**src/rtl/swd_xact_if.sv**
```systemverilog
// Bus-bridge request/response and PHY FIFO signals for the SWD transaction sequencer.
// slave = sequencer view, master = bridge/PHY environment view.
interface swd_xact_if #(
   parameter int OWIDTH = 64,
   parameter int IWIDTH = 38
);
   localparam int LW = $clog2(OWIDTH);
   localparam int CW = $clog2(IWIDTH);

   logic                     req_valid;
   logic                     req_ready;
   logic                     req_linerst;
   logic                     req_apndp;
   logic                     req_rnw;
   logic [1:0]               req_addr;
   logic [31:0]              req_wdata;
   logic                     rsp_valid;
   logic                     rsp_ready;
   logic [2:0]               rsp_stat;
   logic [2:0]               rsp_ack;
   logic [31:0]              rsp_rdata;
   logic [OWIDTH+3*LW-1:0]   phy_wrdata;
   logic                     phy_wren;
   logic                     phy_wrfull;
   logic [IWIDTH+CW-2:0]     phy_rddata;
   logic                     phy_rden;
   logic                     phy_rdempty;

   modport slave (
      input  req_valid, req_linerst, req_apndp, req_rnw, req_addr, req_wdata,
      input  rsp_ready, phy_wrfull, phy_rddata, phy_rdempty,
      output req_ready, rsp_valid, rsp_stat, rsp_ack, rsp_rdata,
      output phy_wrdata, phy_wren, phy_rden
   );

   modport master (
      output req_valid, req_linerst, req_apndp, req_rnw, req_addr, req_wdata,
      output rsp_ready, phy_wrfull, phy_rddata, phy_rdempty,
      input  req_ready, rsp_valid, rsp_stat, rsp_ack, rsp_rdata,
      input  phy_wrdata, phy_wren, phy_rden
   );
endinterface

```
**src/rtl/swd_xact_ctrl.sv**
```systemverilog
// SWD transaction sequencer: encodes one DP/AP access or line reset into a PHY command
// word, retries on WAIT, decodes the captured response and returns status/data.
//
// state      | meaning
// IDLE       | ready for a request
// ISSUE      | push the command word once the PHY input FIFO has room
// RSP_WAIT   | wait for a PHY response word, bounded by the timeout counter
// CAPTURE    | register the popped response word
// EVAL       | decode ACK / cnt / parity, retry or respond
// RESP       | hold the response until the bridge consumes it
module swd_xact_ctrl #(
   parameter int OWIDTH    = 64,
   parameter int IWIDTH    = 38,
   parameter int RETRY_MAX = 255,
   parameter int TIMEOUT   = 4095
) (
   input  logic        clk,
   input  logic        reset,
   swd_xact_if.slave   bus
);
   localparam int LW = $clog2(OWIDTH);
   localparam int CW = $clog2(IWIDTH);
   localparam int WW = OWIDTH + 3*LW;
   localparam int RW = $clog2(RETRY_MAX + 1);
   localparam int TW = $clog2(TIMEOUT + 1);

   localparam logic [2:0] S_IDLE     = 3'd0;
   localparam logic [2:0] S_ISSUE    = 3'd1;
   localparam logic [2:0] S_RSP_WAIT = 3'd2;
   localparam logic [2:0] S_CAPTURE  = 3'd3;
   localparam logic [2:0] S_EVAL     = 3'd4;
   localparam logic [2:0] S_RESP     = 3'd5;

   localparam logic [2:0] ACK_OK    = 3'b001;
   localparam logic [2:0] ACK_WAIT  = 3'b010;
   localparam logic [2:0] ACK_FAULT = 3'b100;

   localparam logic [2:0] ST_OK     = 3'd0;
   localparam logic [2:0] ST_WAIT   = 3'd1;
   localparam logic [2:0] ST_FAULT  = 3'd2;
   localparam logic [2:0] ST_PROTO  = 3'd3;
   localparam logic [2:0] ST_PARITY = 3'd4;
   localparam logic [2:0] ST_TMO    = 3'd5;

   localparam logic [RW-1:0] RETRY_LIM = RW'(RETRY_MAX);
   localparam logic [TW-1:0] TMO_LIM   = TW'(TIMEOUT);

   logic [2:0]           state;
   logic                 linerst_q;
   logic                 rnw_q;
   logic [WW-1:0]        cmd_q;
   logic [WW-1:0]        cmd_enc;
   logic [IWIDTH+CW-2:0] cap_q;
   logic [RW-1:0]        retry_cnt;
   logic [TW-1:0]        tmo_cnt;
   logic                 req_ready_q;
   logic                 rsp_valid_q;
   logic [2:0]           stat_q;
   logic [2:0]           ack_q;
   logic [31:0]          rdata_q;

   logic [7:0]           hdr;
   logic [OWIDTH-1:0]    so;
   logic [IWIDTH-2:0]    si;
   logic [CW-1:0]        cnt;
   logic [2:0]           ack_raw;
   logic [31:0]          rd_data;
   logic                 rd_par_ok;
   logic [2:0]           eval_stat;
   logic                 si_unused;

   always_comb begin
      hdr = {1'b1, 1'b0, ^{bus.req_apndp, bus.req_rnw, bus.req_addr},
             bus.req_addr, bus.req_rnw, bus.req_apndp, 1'b1};
      so      = '0;
      cmd_enc = '0;
      if (bus.req_linerst) begin
         so[49:0] = '1;
         cmd_enc  = {LW'(58), LW'(63), LW'(63), so};
      end else if (bus.req_rnw) begin
         so[7:0] = hdr;
         cmd_enc = {LW'(46), LW'(8), LW'(45), so};
      end else begin
         so[7:0]   = hdr;
         so[44:13] = bus.req_wdata;
         so[45]    = ^bus.req_wdata;
         cmd_enc   = {LW'(46), LW'(8), LW'(13), so};
      end
   end

   // si[cnt-1] arrived first, so fields read MSB-down from the top valid bit.
   assign si        = cap_q[IWIDTH+CW-2:CW];
   assign cnt       = cap_q[CW-1:0];
   assign si_unused = si[IWIDTH-2];

   always_comb begin
      rd_data = '0;
      for (int i = 0; i < 32; i++) rd_data[i] = si[32-i];
      rd_par_ok = ((^rd_data) == si[0]);
      ack_raw   = rnw_q ? {si[33], si[34], si[35]} : {si[0], si[1], si[2]};
      eval_stat = ST_OK;
      if (!rnw_q && cnt != CW'(3)) begin
         eval_stat = ST_PROTO;
      end else begin
         case (ack_raw)
            ACK_OK: begin
               if (rnw_q && cnt != CW'(36))  eval_stat = ST_PROTO;
               else if (rnw_q && !rd_par_ok) eval_stat = ST_PARITY;
               else                          eval_stat = ST_OK;
            end
            ACK_WAIT:  eval_stat = ST_WAIT;
            ACK_FAULT: eval_stat = ST_FAULT;
            default:   eval_stat = ST_PROTO;
         endcase
      end
   end

   always_ff @(posedge clk) begin
      if (reset) begin
         state       <= S_IDLE;
         linerst_q   <= 1'b0;
         rnw_q       <= 1'b0;
         cmd_q       <= '0;
         cap_q       <= '0;
         retry_cnt   <= '0;
         tmo_cnt     <= '0;
         req_ready_q <= 1'b0;
         rsp_valid_q <= 1'b0;
         stat_q      <= '0;
         ack_q       <= '0;
         rdata_q     <= '0;
      end else begin
         case (state)
            S_IDLE: begin
               req_ready_q <= 1'b1;
               if (bus.req_valid && req_ready_q) begin
                  cmd_q       <= cmd_enc;
                  linerst_q   <= bus.req_linerst;
                  rnw_q       <= bus.req_rnw & ~bus.req_linerst;
                  retry_cnt   <= '0;
                  req_ready_q <= 1'b0;
                  state       <= S_ISSUE;
               end
            end
            S_ISSUE: begin
               if (!bus.phy_wrfull) begin
                  if (linerst_q) begin
                     state       <= S_RESP;
                     rsp_valid_q <= 1'b1;
                     stat_q      <= ST_OK;
                     ack_q       <= '0;
                     rdata_q     <= '0;
                  end else begin
                     state   <= S_RSP_WAIT;
                     tmo_cnt <= '0;
                  end
               end
            end
            S_RSP_WAIT: begin
               if (!bus.phy_rdempty) begin
                  state <= S_CAPTURE;
               end else if (tmo_cnt == TMO_LIM) begin
                  state       <= S_RESP;
                  rsp_valid_q <= 1'b1;
                  stat_q      <= ST_TMO;
                  ack_q       <= '0;
                  rdata_q     <= '0;
               end else begin
                  tmo_cnt <= tmo_cnt + 1'b1;
               end
            end
            S_CAPTURE: begin
               cap_q <= bus.phy_rddata;
               state <= S_EVAL;
            end
            S_EVAL: begin
               if (eval_stat == ST_WAIT && retry_cnt < RETRY_LIM) begin
                  retry_cnt <= retry_cnt + 1'b1;
                  state     <= S_ISSUE;
               end else begin
                  state       <= S_RESP;
                  rsp_valid_q <= 1'b1;
                  stat_q      <= eval_stat;
                  ack_q       <= ack_raw;
                  rdata_q     <= (rnw_q && eval_stat == ST_OK) ? rd_data : 32'h0;
               end
            end
            S_RESP: begin
               if (bus.rsp_ready) begin
                  rsp_valid_q <= 1'b0;
                  req_ready_q <= 1'b1;
                  state       <= S_IDLE;
               end
            end
            default: state <= S_IDLE;
         endcase
      end
   end

   assign bus.req_ready  = req_ready_q;
   assign bus.rsp_valid  = rsp_valid_q;
   assign bus.rsp_stat   = stat_q;
   assign bus.rsp_ack    = ack_q;
   assign bus.rsp_rdata  = rdata_q;
   assign bus.phy_wrdata = cmd_q;
   assign bus.phy_wren   = (state == S_ISSUE) && !bus.phy_wrfull;
   assign bus.phy_rden   = (state == S_RSP_WAIT) && !bus.phy_rdempty;
endmodule

```
**src/flat_wrapper.sv**
```systemverilog
// flat-port wrapper written by rule: the top's interface ports become plain ports
module swd_xact_ctrl_flat 
#(
   parameter int OWIDTH    = 64,
   parameter int IWIDTH    = 38,
   parameter int RETRY_MAX = 255,
   parameter int TIMEOUT   = 4095
)
  (clk, reset, bus_req_valid, bus_req_linerst, bus_req_apndp, bus_req_rnw, bus_req_addr, bus_req_wdata, bus_rsp_ready, bus_phy_wrfull, bus_phy_rddata, bus_phy_rdempty, bus_req_ready, bus_rsp_valid, bus_rsp_stat, bus_rsp_ack, bus_rsp_rdata, bus_phy_wrdata, bus_phy_wren, bus_phy_rden);
  swd_xact_if #(.OWIDTH(OWIDTH), .IWIDTH(IWIDTH)) bus_i ();
  input  logic clk;
  input  logic reset;
  input wire logic [$bits(bus_i.req_valid)-1:0] bus_req_valid;
  input wire logic [$bits(bus_i.req_linerst)-1:0] bus_req_linerst;
  input wire logic [$bits(bus_i.req_apndp)-1:0] bus_req_apndp;
  input wire logic [$bits(bus_i.req_rnw)-1:0] bus_req_rnw;
  input wire logic [$bits(bus_i.req_addr)-1:0] bus_req_addr;
  input wire logic [$bits(bus_i.req_wdata)-1:0] bus_req_wdata;
  input wire logic [$bits(bus_i.rsp_ready)-1:0] bus_rsp_ready;
  input wire logic [$bits(bus_i.phy_wrfull)-1:0] bus_phy_wrfull;
  input wire logic [$bits(bus_i.phy_rddata)-1:0] bus_phy_rddata;
  input wire logic [$bits(bus_i.phy_rdempty)-1:0] bus_phy_rdempty;
  output wire logic [$bits(bus_i.req_ready)-1:0] bus_req_ready;
  output wire logic [$bits(bus_i.rsp_valid)-1:0] bus_rsp_valid;
  output wire logic [$bits(bus_i.rsp_stat)-1:0] bus_rsp_stat;
  output wire logic [$bits(bus_i.rsp_ack)-1:0] bus_rsp_ack;
  output wire logic [$bits(bus_i.rsp_rdata)-1:0] bus_rsp_rdata;
  output wire logic [$bits(bus_i.phy_wrdata)-1:0] bus_phy_wrdata;
  output wire logic [$bits(bus_i.phy_wren)-1:0] bus_phy_wren;
  output wire logic [$bits(bus_i.phy_rden)-1:0] bus_phy_rden;
  assign bus_i.req_valid = bus_req_valid;
  assign bus_i.req_linerst = bus_req_linerst;
  assign bus_i.req_apndp = bus_req_apndp;
  assign bus_i.req_rnw = bus_req_rnw;
  assign bus_i.req_addr = bus_req_addr;
  assign bus_i.req_wdata = bus_req_wdata;
  assign bus_i.rsp_ready = bus_rsp_ready;
  assign bus_i.phy_wrfull = bus_phy_wrfull;
  assign bus_i.phy_rddata = bus_phy_rddata;
  assign bus_i.phy_rdempty = bus_phy_rdempty;
  assign bus_req_ready = bus_i.req_ready;
  assign bus_rsp_valid = bus_i.rsp_valid;
  assign bus_rsp_stat = bus_i.rsp_stat;
  assign bus_rsp_ack = bus_i.rsp_ack;
  assign bus_rsp_rdata = bus_i.rsp_rdata;
  assign bus_phy_wrdata = bus_i.phy_wrdata;
  assign bus_phy_wren = bus_i.phy_wren;
  assign bus_phy_rden = bus_i.phy_rden;
  swd_xact_ctrl #(.OWIDTH(OWIDTH), .IWIDTH(IWIDTH), .RETRY_MAX(RETRY_MAX), .TIMEOUT(TIMEOUT)) u_core (.clk(clk), .reset(reset), .bus(bus_i));
endmodule
```
**config.mk**
```make
export PLATFORM = sky130hd
export DESIGN_NAME = swd_xact_ctrl_flat
export DESIGN_NICKNAME = d
export VERILOG_FILES = /design/src/rtl/swd_xact_if.sv /design/src/rtl/swd_xact_ctrl.sv /design/src/flat_wrapper.sv
export SDC_FILE = /design/constraint.sdc
export NUM_CORES = 1
export LEC_CHECK = 0
export ABC_CLOCK_PERIOD_IN_PS = 4930
export BUFFER_PORTS_ARGS = -buffer_cell sky130_fd_sc_hd__buf_2
export CORE_UTILIZATION = 55
export CTS_CLUSTER_DIAMETER = 60
export DETAILED_ROUTE_END_ITERATION = 7
export PLACE_DENSITY = 0.85
export REMOVE_ABC_BUFFERS = 1
export SYNTH_ARGS = -nofsm -noshare
export SYNTH_HDL_FRONTEND = slang
export SYNTH_SLANG_ARGS = --single-unit
export TNS_END_PERCENT = 100
```
**constraint.sdc**
```tcl
create_clock -name clk -period 4.93 [get_ports clk]
set_input_delay 0.986 -clock clk [delete_from_list [all_inputs] [get_ports clk]]
set_output_delay 0.986 -clock clk [all_outputs]
set_load 0.005 [all_outputs]
```
After elaboration in Yosys (flattened, before gate mapping)
Index checks and enable logic that the tools add are counted.
Widths: inputs -> output; s select.
- ROM bits: 0
- memory bits (writable): 0
- latch bits: 0
- memories kept: 0
- register bits: 189
- output and inout port bits: 124
- word-level logic and storage cells: 119
- input bits: 86
- multipliers: 0
- add/sub/neg operators: 2
- shift operators: 0
- multiplexer cells: 49
- bitwise gates (word level): 2
- divide/modulo/power cells: 0
- eq/ne operators: 24
- reduce and logical (&&, ||, !) cells: 29
- magnitude comparators: 1
- operator list (operator ; count):
    $mux 32 ; 6
    $pmux 32 s3 ; 1
    $mux 82 ; 1
    $mux 70 ; 1
    $reduce_xor 32->1 ; 2
    $mux 3 ; 18
    $mux 12 ; 4
    $pmux 3 s3 ; 3
    $pmux 12 s2 ; 1
    $pmux 3 s6 ; 1
    $mux 8 ; 2
    $pmux 8 s2 ; 1
    $add 12x1->12 const B ; 1
    $eq 12x12->1 const B ; 1
    $ne 2x2->1 const B ; 6
    $eq 3x1->1 const B ; 3
    $eq 3x2->1 const B ; 3
    $eq 3x3->1 const B ; 3
    $add 8x1->8 const B ; 1
    $logic_and 1x1->1 ; 8
    $lt 8x8->1 const B ; 1
    $mux 1 ; 8
    $ne 2x1->1 const B ; 4
    $reduce_and 7->1 ; 1
    19 further kinds ; 26

Depth between registers and ports, before layout
- word-level depth: 13
- depth in mapped cells: 9
- mapped depth without buffers: 8

Worst setup path after synthesis
No wires, ideal clock.
- path kind: input port to flip-flop
- from: input port bus_phy_wrfull
- to: register u_core.rdata_q[30] (netlist: u_core.bus.rsp_rdata[30])
- path buffers: 1
- setup slack: 2635 ps
- arrival: 2178 ps
- stages on the path: 7
- path through: nor3_1 -> nor2_1 -> nor2_1 -> and3_4 -> nor2_4 -> buf_2 -> a22o_1
- cells in the longest elaborated chain, start to end: 2
- ends and longest elaborated chain (item ; RTL line ; text):
    start: declaration ; flat_wrapper.sv:20 ; input wire logic [$bits(bus_i.phy_wrfull)-1:0] bus_phy_wrfull;
    $ne 2x2->1 (no line) ; n/a ;
    $reduce_and 6->1 (no line) ; n/a ;
    end signal: assignment ; swd_xact_ctrl.sv:185 ; rdata_q <= (rnw_q && eval_stat == ST_OK) ? rd_data : 32'h0;
    end: declaration ; swd_xact_ctrl.sv:60 ; logic [31:0] rdata_q;
No other way between the ends.
A chain may end at the register's enable or synchronous reset.

Final worst setup path
- from: register u_core.state[0]
- to: output port bus_phy_wren
- cells in the longest elaborated chain, start to end: 2
- ends and longest elaborated chain (item ; RTL line ; text):
    start: declaration ; swd_xact_ctrl.sv:48 ; logic [2:0] state;
    start signal: assignment ; swd_xact_ctrl.sv:120 ; state <= S_IDLE;
    start signal: assignment ; swd_xact_ctrl.sv:142 ; state <= S_ISSUE;
    start signal: assignment ; swd_xact_ctrl.sv:148 ; state <= S_RESP;
    $eq 3x1->1 ; swd_xact_ctrl.sv:206 ; assign bus.phy_wren = (state == S_ISSUE) && !bus.phy_wrfull;
    $logic_and 1x1->1 ; swd_xact_ctrl.sv:206 ;
    end: declaration ; flat_wrapper.sv:29 ; output wire logic [$bits(bus_i.phy_wren)-1:0] bus_phy_wren;
No other way between the ends.

==> summary.txt <==
Placement
  • DP Area: 7330 um2
  • Placed Cells: 1032
  • Global placement routability congestion: 0.7918
  • Port bufs: 193
  • Detail Placement HPWL: 10.11 mm

Clock network
  • Post-CTS Setup Inserts: 0
  • Clk slew on worst S/H paths: 0.06 ns
  • Worst-Skew Late Latency: 0.42 ns
  • Clock buffer count from CTS: 17
  • Root Driver: clkbuf_16
  • CTS tree: done
  • Post-cts sizing count: 0
  • TritonCTS Sinks: 147
  • Hold buffers post-CTS: 0
  • Clk buf depth: 2
  • H-tree depth: 4

Power
  • Maximum VDD drop: 281.5 uV
  • Power Dens Cells: 462.6 nW/um2
  • Pleak: 3.281 nW

Cells and area
  • Diodes inserted: 0
  • Multi-input logic area: 3179 um2
  • Nets: 996
  • Area Growth Syn to Fin: 19.13%
  • Seq. cell area: 2943 um2
  • Fill count: 954
  • Layout cells sized above 1: 26.17%
  • Design Area, Final: 7886 um2
  • Fin cells: 1064

Floorplanning
  • # rows: 39
  • Ports: 210
  • Die area: 12480 um2
  • Initial Utilization: 57.24%
  • Chip height: 111.7 um
  • Core Box Area: 11560 um2
  • Chip width: 111.7 um

Synthesis
  • Mapped Cells: 768
  • Syn avg cell area: 8.620 um2
  • Leading area contributor after synthesis: dfxtp_1
  • Share of the synthesized area in the top cell type: 44.45%
  • Synth unique cells: 54
  • Ys flop type: dfxtp_1
  • Top cells by area, synth: dfxtp_1, xnor2_1, a21oi_1, nand2_1, nor2_1
  • Register area share after synthesis: 44.45%
  • Synth warn: 0
  • Number of synthesized flops with an enable pin: 0
  • Yosys reg bits: 147
  • Post-synth ARST share: 0%
  • Area of the mapped netlist: 6620 um2

STA
  • Slew @ Worst Pin: 0.8904 ns
  • Setup tns final: 0 ns
  • # setup viols final: 0
  • Final hold violation count: 0
  • Min cycle time layout: 2.744 ns
  • Hold_ws: 0.4588 ns
  • RSZ-0062 raised after global routing: false
  • Slew headroom: 40.27%
  • Setup Skew: 0.008387 ns
  • Highest clock rate: 364.5 MHz
  • Max Transition Viols Final: 0
  • Period utilization: 55.66%

Critical path
  • WP data arrival: 1.76 ns
  • Crit. Startpoint: u_core.state[0]
  • CP max FO: 14
  • Crit path cell chain: nand2b_1, nor3_1, buf_2
  • Worst path slowest cell: dfxtp_1
  • Worst r2r src: u_core.state[2]
  • FF-to-FF End: u_core.bus.rsp_rdata[14]
  • Kind of cell adding the most delay to the critical path: flip-flops
  • CP required: 3.94 ns
  • CP Launch Type: flip-flop
  • CP endpoint: bus_phy_wren
  • CP Buf/Inv Count: 1
  • R2r setup slk: 2.22 ns
  • Critical path depth: 3
  • Crit path kind: reg -> out
  • Reg2reg path depth: 6
  • Setup crit end kind: primary output
  • CP peak stage delay: 0.59 ns

Route
  • DRT Wirelength: 15.16 mm
  • DR iter-0 viols: 504
  • WL/cell: 14.25 um
  • Average vias per placed instance: 5.371
  • Via count: 5715
  • Drc violations: 16
  • Pre-antenna DRT Iters: 7
  • Number of routed nets with antenna violations: 0

Global routing
  • Met2 Track Usage GR: 41.95%
  • Largest net degree at the start of global routing: 80
  • GR peak layer: met2
  • Met1 Usage GRT: 30.01%
  • Tot GR Track Use: 25.00%
  • GR Overflow Total: 0
  • Vias in the first global route: 5387
  • GR Util met3: 7.621%
  • First-pass GRT wire length: 25.04 mm
  • Initial antenna violation count: 0

Run status
  • Status: finished, violations left
  • Failing checks: design-rule violations

Job
  • Maxcap violations: 0

Worst hold path
  • Min-delay worst type: reg -> reg
kinds of logic after synthesis:
family                     count (synthesis)  share of synthesized area [%]
AOI/OAI and AO/OA                        185                          18.47
DFF                                      147                          44.45
and+or+nand+nor                          248                          16.31
adders and majority gates                  2                         0.3779
muxes                                      5                         0.7560
xor gates and xnor gates                  82                          11.17
other                                      1                        0.05665
buffers and inverters                     98                          8.410
flip-flops by register name (all words and copies together), names as in the netlist:
signal and cells:
u_core.bus.rsp_stat 3, u_core.bus.phy_wrdata 41, u_core.retry_cnt 8, u_core.cap_q 42
u_core.bus.req_ready 1, u_core.rnw_q 1, u_core.bus.rsp_ack 3, u_core.bus.rsp_valid 1
u_core.state 3, u_core.bus.rsp_rdata 32, u_core.tmo_cnt 12
synth_stat cells, types with 2 or more instances:
library cell  count
mux2i_1           5
and3_1            5
a211oi_1         35
o31a_1            2
buf_4            42
ha_1              2
nor3_1           21
xnor2_1          64
nor3b_1           2
nor2_1           85
xor2_1           16
o21ai_0           7
dfxtp_1         147
buf_6             3
nand4_1           6
nand2b_1          2
or3_1             2
nand2_1         100
a22oi_1           2
a31oi_2           2
clkbuf_1         37
o32ai_1           2
inv_1             7
nor2_4            2
nand3_1          14
a31oi_1           3
a21o_1            2
buf_2             7
a22o_1           32
a21oi_1          88
cells in the final DEF, fill, tap and decap left out, drive strengths merged, types with 5 or more instances in the layout:
cell type / count
buf: 197
dfxtp: 147
nand2: 100
a21oi: 88
nor2: 87
xnor2: 65
a211oi: 36
a22o: 32
nor3: 22
clkbuf: 18
xor2: 16
conb: 15
nand3: 15
inv: 12
o21ai: 7
nand4: 6
and3: 6
mux2i: 5
a31oi: 5
clkinv: 5
stage by stage:
step | total power [mW] | setup WS (ns) | util [%]
after floorplan | 2.094 | 1.560 | -
after global placement | 2.431 | 2.237 | 63.38
after detailed placement | 2.456 | 2.207 | 63.38
after CTS | 3.679 | 2.197 | 68.19
after global routing | 3.859 | 1.978 | 68.19
final | 3.648 | 2.186 | 68.19
report_power, final:
part	switching [mW]	total (mW)	internal, mW
Sequential	0.126	1.46	1.34
Clock	0.514	1.21	0.698
Combinational	0.545	0.972	0.427
cell type report:
class                           instances  area share [%]
Sequential cell                       147           37.32
Timing Repair Buffer                  197           12.66
Clock inverter                         14           1.618
Inverter                                8          0.3808
Tap cell                              143           2.269
Multi-Input combinational cell        537           40.31
Clock buffer                           18           5.442
worst min path at each step:
stage,start,to,slack (ns),cells past startpoint
global route,u_core.cap_q[3],u_core.cap_q[3],0.48,2
detailed placement,u_core.cap_q[3],u_core.cap_q[3],0.45,2
floorplan,u_core.cap_q[4],u_core.cap_q[4],0.43,2
finish,u_core.cap_q[3],u_core.cap_q[3],0.46,2
CTS,u_core.cap_q[3],u_core.cap_q[3],0.46,2
global placement,u_core.cap_q[4],u_core.cap_q[4],0.44,2
worst register-to-register path, stage by stage (launching register included):
cell,delay [ns]
dfxtp_1,0.77
nand2_1,0.27
nor2_1,0.34
nand3_2,0.20
and3_4,0.22
nor2_4,0.57
a22o_1,0.27
per-layer routing:
metal	vias up	share of wire [%]	wire (um)
li1	2858	-	-
met3	16	7.1	1083
met1	2641	43	6511
met4	0	1.2	179
met5	-	0	0
met2	200	49	7386
Note: power is estimated with default switching activity, not from simulation.
